--- src/rtl/regfile_mp_if.sv ---
// Bus bundle for regfile_mp: one write port, NUM_READ packed read ports, ready flag.
// The master modport is the decode/writeback side; slave is the register file.
interface regfile_mp_if #(
    parameter int ADDR_WIDTH = 5,
    parameter int DATA_WIDTH = 32,
    parameter int NUM_READ   = 2
);
    logic                           wen;
    logic [ADDR_WIDTH-1:0]          waddr;
    logic [DATA_WIDTH-1:0]          wdata;
    logic [NUM_READ*ADDR_WIDTH-1:0] raddr;
    logic [NUM_READ*DATA_WIDTH-1:0] rdata;
    logic                           ready;

    modport master (
        output wen, waddr, wdata, raddr,
        input  rdata, ready
    );

    modport slave (
        input  wen, waddr, wdata, raddr,
        output rdata, ready
    );
endinterface

--- src/rtl/regfile_mp.sv ---
// Multi-read-port register file with self-clearing sweep after reset,
// optional hardwired-zero entry 0 and optional write-to-read bypass.
//
// state | meaning
// CLEAR | sweeping rf[ptr] <= 0, reads forced to 0, writes ignored
// RUN   | normal operation, ready high
module regfile_mp #(
    parameter int ADDR_WIDTH = 5,
    parameter int DATA_WIDTH = 32,
    parameter int NUM_READ   = 2,
    parameter int ZERO_REG   = 1,
    parameter int BYPASS     = 1
) (
    input  logic         i_clk,
    input  logic         i_rst,
    regfile_mp_if.slave  io_rf
);
    localparam int DEPTH = 2 ** ADDR_WIDTH;

    typedef enum logic {
        CLEAR = 1'b0,
        RUN   = 1'b1
    } state_t;

    state_t                r_state;
    state_t                w_state_nxt;
    logic [ADDR_WIDTH-1:0] r_ptr;
    logic [ADDR_WIDTH-1:0] w_ptr_nxt;
    logic                  r_ready;
    logic                  w_ready_nxt;
    logic [DATA_WIDTH-1:0] r_rf [DEPTH];
    logic                  w_we;
    logic                  w_waddr_zero;

    always_comb begin
        w_state_nxt = r_state;
        w_ptr_nxt   = r_ptr;
        w_ready_nxt = r_ready;
        case (r_state)
            CLEAR: begin
                w_ptr_nxt = r_ptr + 1'b1;
                if (r_ptr == ADDR_WIDTH'(DEPTH - 1)) begin
                    w_state_nxt = RUN;
                    w_ready_nxt = 1'b1;
                end
            end
            RUN: begin
                w_state_nxt = RUN;
            end
            default: begin
                w_state_nxt = CLEAR;
                w_ptr_nxt   = '0;
                w_ready_nxt = 1'b0;
            end
        endcase
    end

    assign w_waddr_zero = (io_rf.waddr == '0);
    assign w_we = (r_state == RUN) && io_rf.wen && !((ZERO_REG != 0) && w_waddr_zero);

    always_ff @(posedge i_clk) begin
        if (i_rst) begin
            r_state  <= CLEAR;
            r_ptr    <= '0;
            r_ready  <= 1'b0;
            r_rf[0]  <= '0;
        end else begin
            r_state <= w_state_nxt;
            r_ptr   <= w_ptr_nxt;
            r_ready <= w_ready_nxt;
            if (r_state == CLEAR) begin
                r_rf[r_ptr] <= '0;
            end else if (w_we) begin
                r_rf[io_rf.waddr] <= io_rf.wdata;
            end
        end
    end

    // Each read port resolves zero-register, then bypass, then array contents.
    for (genvar gi = 0; gi < NUM_READ; gi++) begin : g_rd
        logic [ADDR_WIDTH-1:0] w_ra;
        logic [DATA_WIDTH-1:0] w_rd;

        assign w_ra = io_rf.raddr[gi*ADDR_WIDTH +: ADDR_WIDTH];

        always_comb begin
            w_rd = '0;
            if (r_state == RUN) begin
                if ((ZERO_REG != 0) && (w_ra == '0)) begin
                    w_rd = '0;
                end else if ((BYPASS != 0) && io_rf.wen && (io_rf.waddr == w_ra)) begin
                    w_rd = io_rf.wdata;
                end else begin
                    w_rd = r_rf[w_ra];
                end
            end
        end

        assign io_rf.rdata[gi*DATA_WIDTH +: DATA_WIDTH] = w_rd;
    end

    assign io_rf.ready = r_ready;
endmodule
--- src/flat_wrapper.sv ---
// flat-port wrapper written by rule: the top's interface ports become plain ports
module regfile_mp_flat 
#(
    parameter int ADDR_WIDTH = 5,
    parameter int DATA_WIDTH = 32,
    parameter int NUM_READ   = 2,
    parameter int ZERO_REG   = 1,
    parameter int BYPASS     = 1
)
  (i_clk, i_rst, io_rf_wen, io_rf_waddr, io_rf_wdata, io_rf_raddr, io_rf_rdata, io_rf_ready);
  regfile_mp_if #(.ADDR_WIDTH(ADDR_WIDTH), .DATA_WIDTH(DATA_WIDTH), .NUM_READ(NUM_READ)) io_rf_i ();
  input  logic i_clk;
  input  logic i_rst;
  input wire logic [$bits(io_rf_i.wen)-1:0] io_rf_wen;
  input wire logic [$bits(io_rf_i.waddr)-1:0] io_rf_waddr;
  input wire logic [$bits(io_rf_i.wdata)-1:0] io_rf_wdata;
  input wire logic [$bits(io_rf_i.raddr)-1:0] io_rf_raddr;
  output wire logic [$bits(io_rf_i.rdata)-1:0] io_rf_rdata;
  output wire logic [$bits(io_rf_i.ready)-1:0] io_rf_ready;
  assign io_rf_i.wen = io_rf_wen;
  assign io_rf_i.waddr = io_rf_waddr;
  assign io_rf_i.wdata = io_rf_wdata;
  assign io_rf_i.raddr = io_rf_raddr;
  assign io_rf_rdata = io_rf_i.rdata;
  assign io_rf_ready = io_rf_i.ready;
  regfile_mp #(.ADDR_WIDTH(ADDR_WIDTH), .DATA_WIDTH(DATA_WIDTH), .NUM_READ(NUM_READ), .ZERO_REG(ZERO_REG), .BYPASS(BYPASS)) u_core (.i_clk(i_clk), .i_rst(i_rst), .io_rf(io_rf_i));
endmodule
--- config.mk ---
export PLATFORM = sky130hd
export DESIGN_NAME = regfile_mp_flat
export DESIGN_NICKNAME = d
export VERILOG_FILES = /design/src/rtl/regfile_mp_if.sv /design/src/rtl/regfile_mp.sv /design/src/flat_wrapper.sv
export SDC_FILE = /design/constraint.sdc
export NUM_CORES = 1
export LEC_CHECK = 0
export CORE_MARGIN = 5
export CORE_UTILIZATION = 45
export CTS_BUF_LIST = sky130_fd_sc_hd__clkbuf_4
export DETAILED_ROUTE_END_ITERATION = 10
export DONT_BUFFER_PORTS = 1
export PLACE_DENSITY = 0.58
export SLEW_MARGIN = 20
export SYNTH_ARGS = -nofsm -noshare
export SYNTH_HDL_FRONTEND = slang
export SYNTH_SLANG_ARGS = --single-unit
--- constraint.sdc ---
create_clock -name i_clk -period 5.6 [get_ports i_clk]
set_input_delay 1.12 -clock i_clk [delete_from_list [all_inputs] [get_ports i_clk]]
set_output_delay 1.12 -clock i_clk [all_outputs]
set_load 0.01 [all_outputs]
==> out/results.tsv <==
stage	metric	value	unit
run_status	status	finished clean	
die	Core Area	109000	sq um
power_and_ir_drop	Pleak	16.6	nW
route	DRC	0	
worst_setup_path	Crit Path Max Fanout	354	
worst_setup_path	startpoint types	input pin	
clock_tree	TritonCTS clock tree	yes	
timing	minimum clock period after layout	5.17	ns
die	Ports	115	
timing	setup repair after global routing missed its margin	no	
worst_setup_path	critical path class	input pin to primary output	
die	chip height	341	um
clock_tree	clock sink total	1031	
global_route	vias in the first global route	31400	
route	Final ANT Viol Nets	0	
timing	final worst path period share	92.4	%
die	Row Count	121	
clock_tree	Root Driver	clkbuf_4	
timing	final hold vios	0	
worst_setup_path	worst r2r src	u_core.r_state	
logic_synthesis	Synth area leader	edfxtp_1	
logic_synthesis	number of flops mapped to enable cells by yosys	1024	
final_layout	# nets final	3055	
logic_synthesis	most instantiated cells after synthesis	edfxtp_1 (1024), mux2i_1 (430), mux4_2 (320)	
logic_synthesis	Syn Nets	2904	
logic_synthesis	cell count after synthesis	2852	
clock_tree	Resized Gates After CTS	0	
placement	GP Congestion	0.841	
route	Vias	31000	
power_and_ir_drop	clock network fraction of total power	41.0	%
placement	PortBufs	0	
timing	final worst slack	0.427	ns
clock_tree	Reg clk slew, reported paths	0.06	ns
logic_synthesis	YS warnings	0	
global_route	Total Routing Usage GR	27.0	%
worst_setup_path	reg2reg setup slack	1.66	ns
logic_synthesis	Most used DFF post-synth	edfxtp_1	
timing	worst slew pin tran	1.28	ns
global_route	gr ovfl total	0	
clock_tree	Clock Latency Late Sink	1.16	ns
route	DRT Pass-1 Iters	6	
route	routed len/inst	34.9	um
hold_path	Hold Crit Class	input pin to flop	
placement	post-DP HPWL	93.9	mm
timing	Slew Limit Fails	0	
logic_synthesis	synthesized area per cell	17.3	sq um
clock_tree	maximum clock path buffer count	4	
timing	f_max	193	MHz
hold_path	Hold Startpoint	i_rst	
job	maxcap violations	0	
worst_setup_path	crit path DAT	4.05	ns
placement	DP Cell Count	4126	
worst_setup_path	critical path startpoint	io_rf_raddr[0]	
power_and_ir_drop	sw power	3.56	mW
final_layout	final cell count without fillers	4599	
timing	Setup violations, final	0	
clock_tree	H-tree depth	5	
clock_tree	setup repair bufs after CTS	0	
logic_synthesis	largest cells by area after synthesis	edfxtp_1 (62%), mux4_2 (15%), mux2i_1 (8.7%)	
timing	sum of negative setup slack	0	ns
logic_synthesis	Yosys cell types	49	
power_and_ir_drop	combinational power share	5.5	%
logic_synthesis	post-synthesis register bit count	1031	
power_and_ir_drop	Net Sw Frac	22.5	%
die	Die ar.	116000	sq um
global_route	global-route wire length before repair	226	mm
clock_tree	hold buffers post-CTS	0	
logic_synthesis	most common cell in the synthesized netlist	edfxtp_1	
final_layout	area grow syn2layout	10.2	%
die	starting density of the core	45.3	%
power_and_ir_drop	Sequential Power Share	53.4	%
final_layout	Final Core Density	49.9	%
route	vias per cell	6.74	
logic_synthesis	Post-Syn Area	49300	sq um
logic_synthesis	Synth top area share	62.4	%
timing	worst relative slew slack	14.4	%
route	DRT iter0 DRCs	3773	
timing	Min Hold Slack	0.122	ns
global_route	initial antenna violation count	4	
placement	pre-CTS setup slack	0.971	ns
logic_synthesis	FFs w/ async S/R, synth	0	%
power_and_ir_drop	internal power	12.3	mW
power_and_ir_drop	worst vdd ir	0.183	mV
clock_tree	total CTS buffers	287	
power_and_ir_drop	pwr/cell area	291	nW/um^2
logic_synthesis	post-synthesis sequential area ratio	62.7	%
die	DIE WIDTH	341	um
timing	clock skew	0.104	ns
route	total wire length	160	mm
final_layout	share of layout cells above drive strength 1	30.1	%
worst_setup_path	Worst EP required	4.48	ns
worst_setup_path	crit end category	primary output	
global_route	pin count of the biggest net entering global routing	355	
[path summary, 6_finish.rpt]
kind	to	cells after the start
worst max-delay path	io_rf_rdata[18]	7
worst min-delay path	u_core.r_ptr[2]	1
worst max register to register	u_core.r_rf[4][10]	6
worst min register to register	u_core.r_ptr[0]	2
[flip-flops by register name, indices dropped and copies added, names as in the netlist]
signal,cells
u_core.io_rf.ready,1
u_core.r_ptr,5
u_core.r_rf,1024
u_core.r_state,1
[power by group through the flow]
stage | Clock (mW) | Sequential [mW] | Combinational (mW)
after floorplan | 0 | 8.61 | 0.770
after global placement | 0 | 8.61 | 0.842
after detailed placement | 0 | 8.62 | 0.848
after CTS | 6.61 | 8.45 | 0.851
after global routing | 7.04 | 8.45 | 0.887
final | 6.49 | 8.45 | 0.874
[final cells by class]
class	count	area, sq um
fillers	9054	54600
flip-flops and latches	1031	30900
multi-input cells	1575	17300
clock buffers	394	2960
well taps	1414	1770
repair buffers	106	926
clock inverters	69	383
diodes	8	20.0
inverters	2	7.51
[kinds of logic after synthesis]
logic type	after synthesis	share of synthesized area (%)
muxes	796	24.4
DFF	1031	62.7
and+or+nand+nor	232	2.37
xor gates and xnor gates	12	0.213
AOI/OAI and AO/OA	533	7.41
adders and majority gates	2	0.0508
buffers and inverters	246	2.87
[worst max-delay path, stage by stage]
cell	delay [ns]
xor2_1	0.43
nor4_1	0.50
nand3_4	0.46
buf_4	0.43
o21ai_0	0.21
a31oi_1	0.07
buf_4	0.18
[through the flow]
step / power [mW] / cell area, sq um
global placement: 9.46 / 50700
floorplan: 9.38 / 49300
finish: 15.8 / 54300
detailed placement: 9.47 / 50900
global route: 16.4 / 54300
CTS: 15.9 / 54200
[layout by cell type, fill, tap and decap left out, types with 8 or more instances in the layout]
| cell | Yosys | routed |
|---|---|---|
| buf_4 | 33 | 94 |
| clkinv_1 | 0 | 49 |
| nor2b_1 | 50 | 47 |
| a22oi_1 | 62 | 62 |
| mux2_2 | 46 | 46 |
| nand2_1 | 49 | 48 |
| clkbuf_4 | 0 | 394 |
| a211o_1 | 10 | 10 |
| edfxtp_1 | 1024 | 1024 |
| a31oi_1 | 60 | 60 |
| and2_1 | 34 | 16 |
| o221ai_1 | 69 | 69 |
| xor2_1 | 9 | 9 |
| nor2_1 | 51 | 14 |
| nand3_1 | 26 | 24 |
| mux2i_1 | 430 | 430 |
| mux4_2 | 320 | 320 |
| a41oi_1 | 14 | 14 |
| a22o_1 | 24 | 24 |
| o21ai_0 | 136 | 136 |
| diode_2 | 0 | 8 |
| o211a_1 | 24 | 24 |
| and2_2 | 0 | 18 |
| nor2_4 | 0 | 37 |
| o22ai_1 | 86 | 86 |
| nand2b_1 | 10 | 8 |
| a21oi_1 | 24 | 24 |
[metal layers]
layer  vias up  share of wire, %  GRT usage (%)
li1      12500                 -              -
met1     16300                39           36.5
met2      1908                46           41.7
met3       306                11           7.45
met4         0               4.3           11.1
met5         -                 0              0
(Power assumes the default switching activity.)
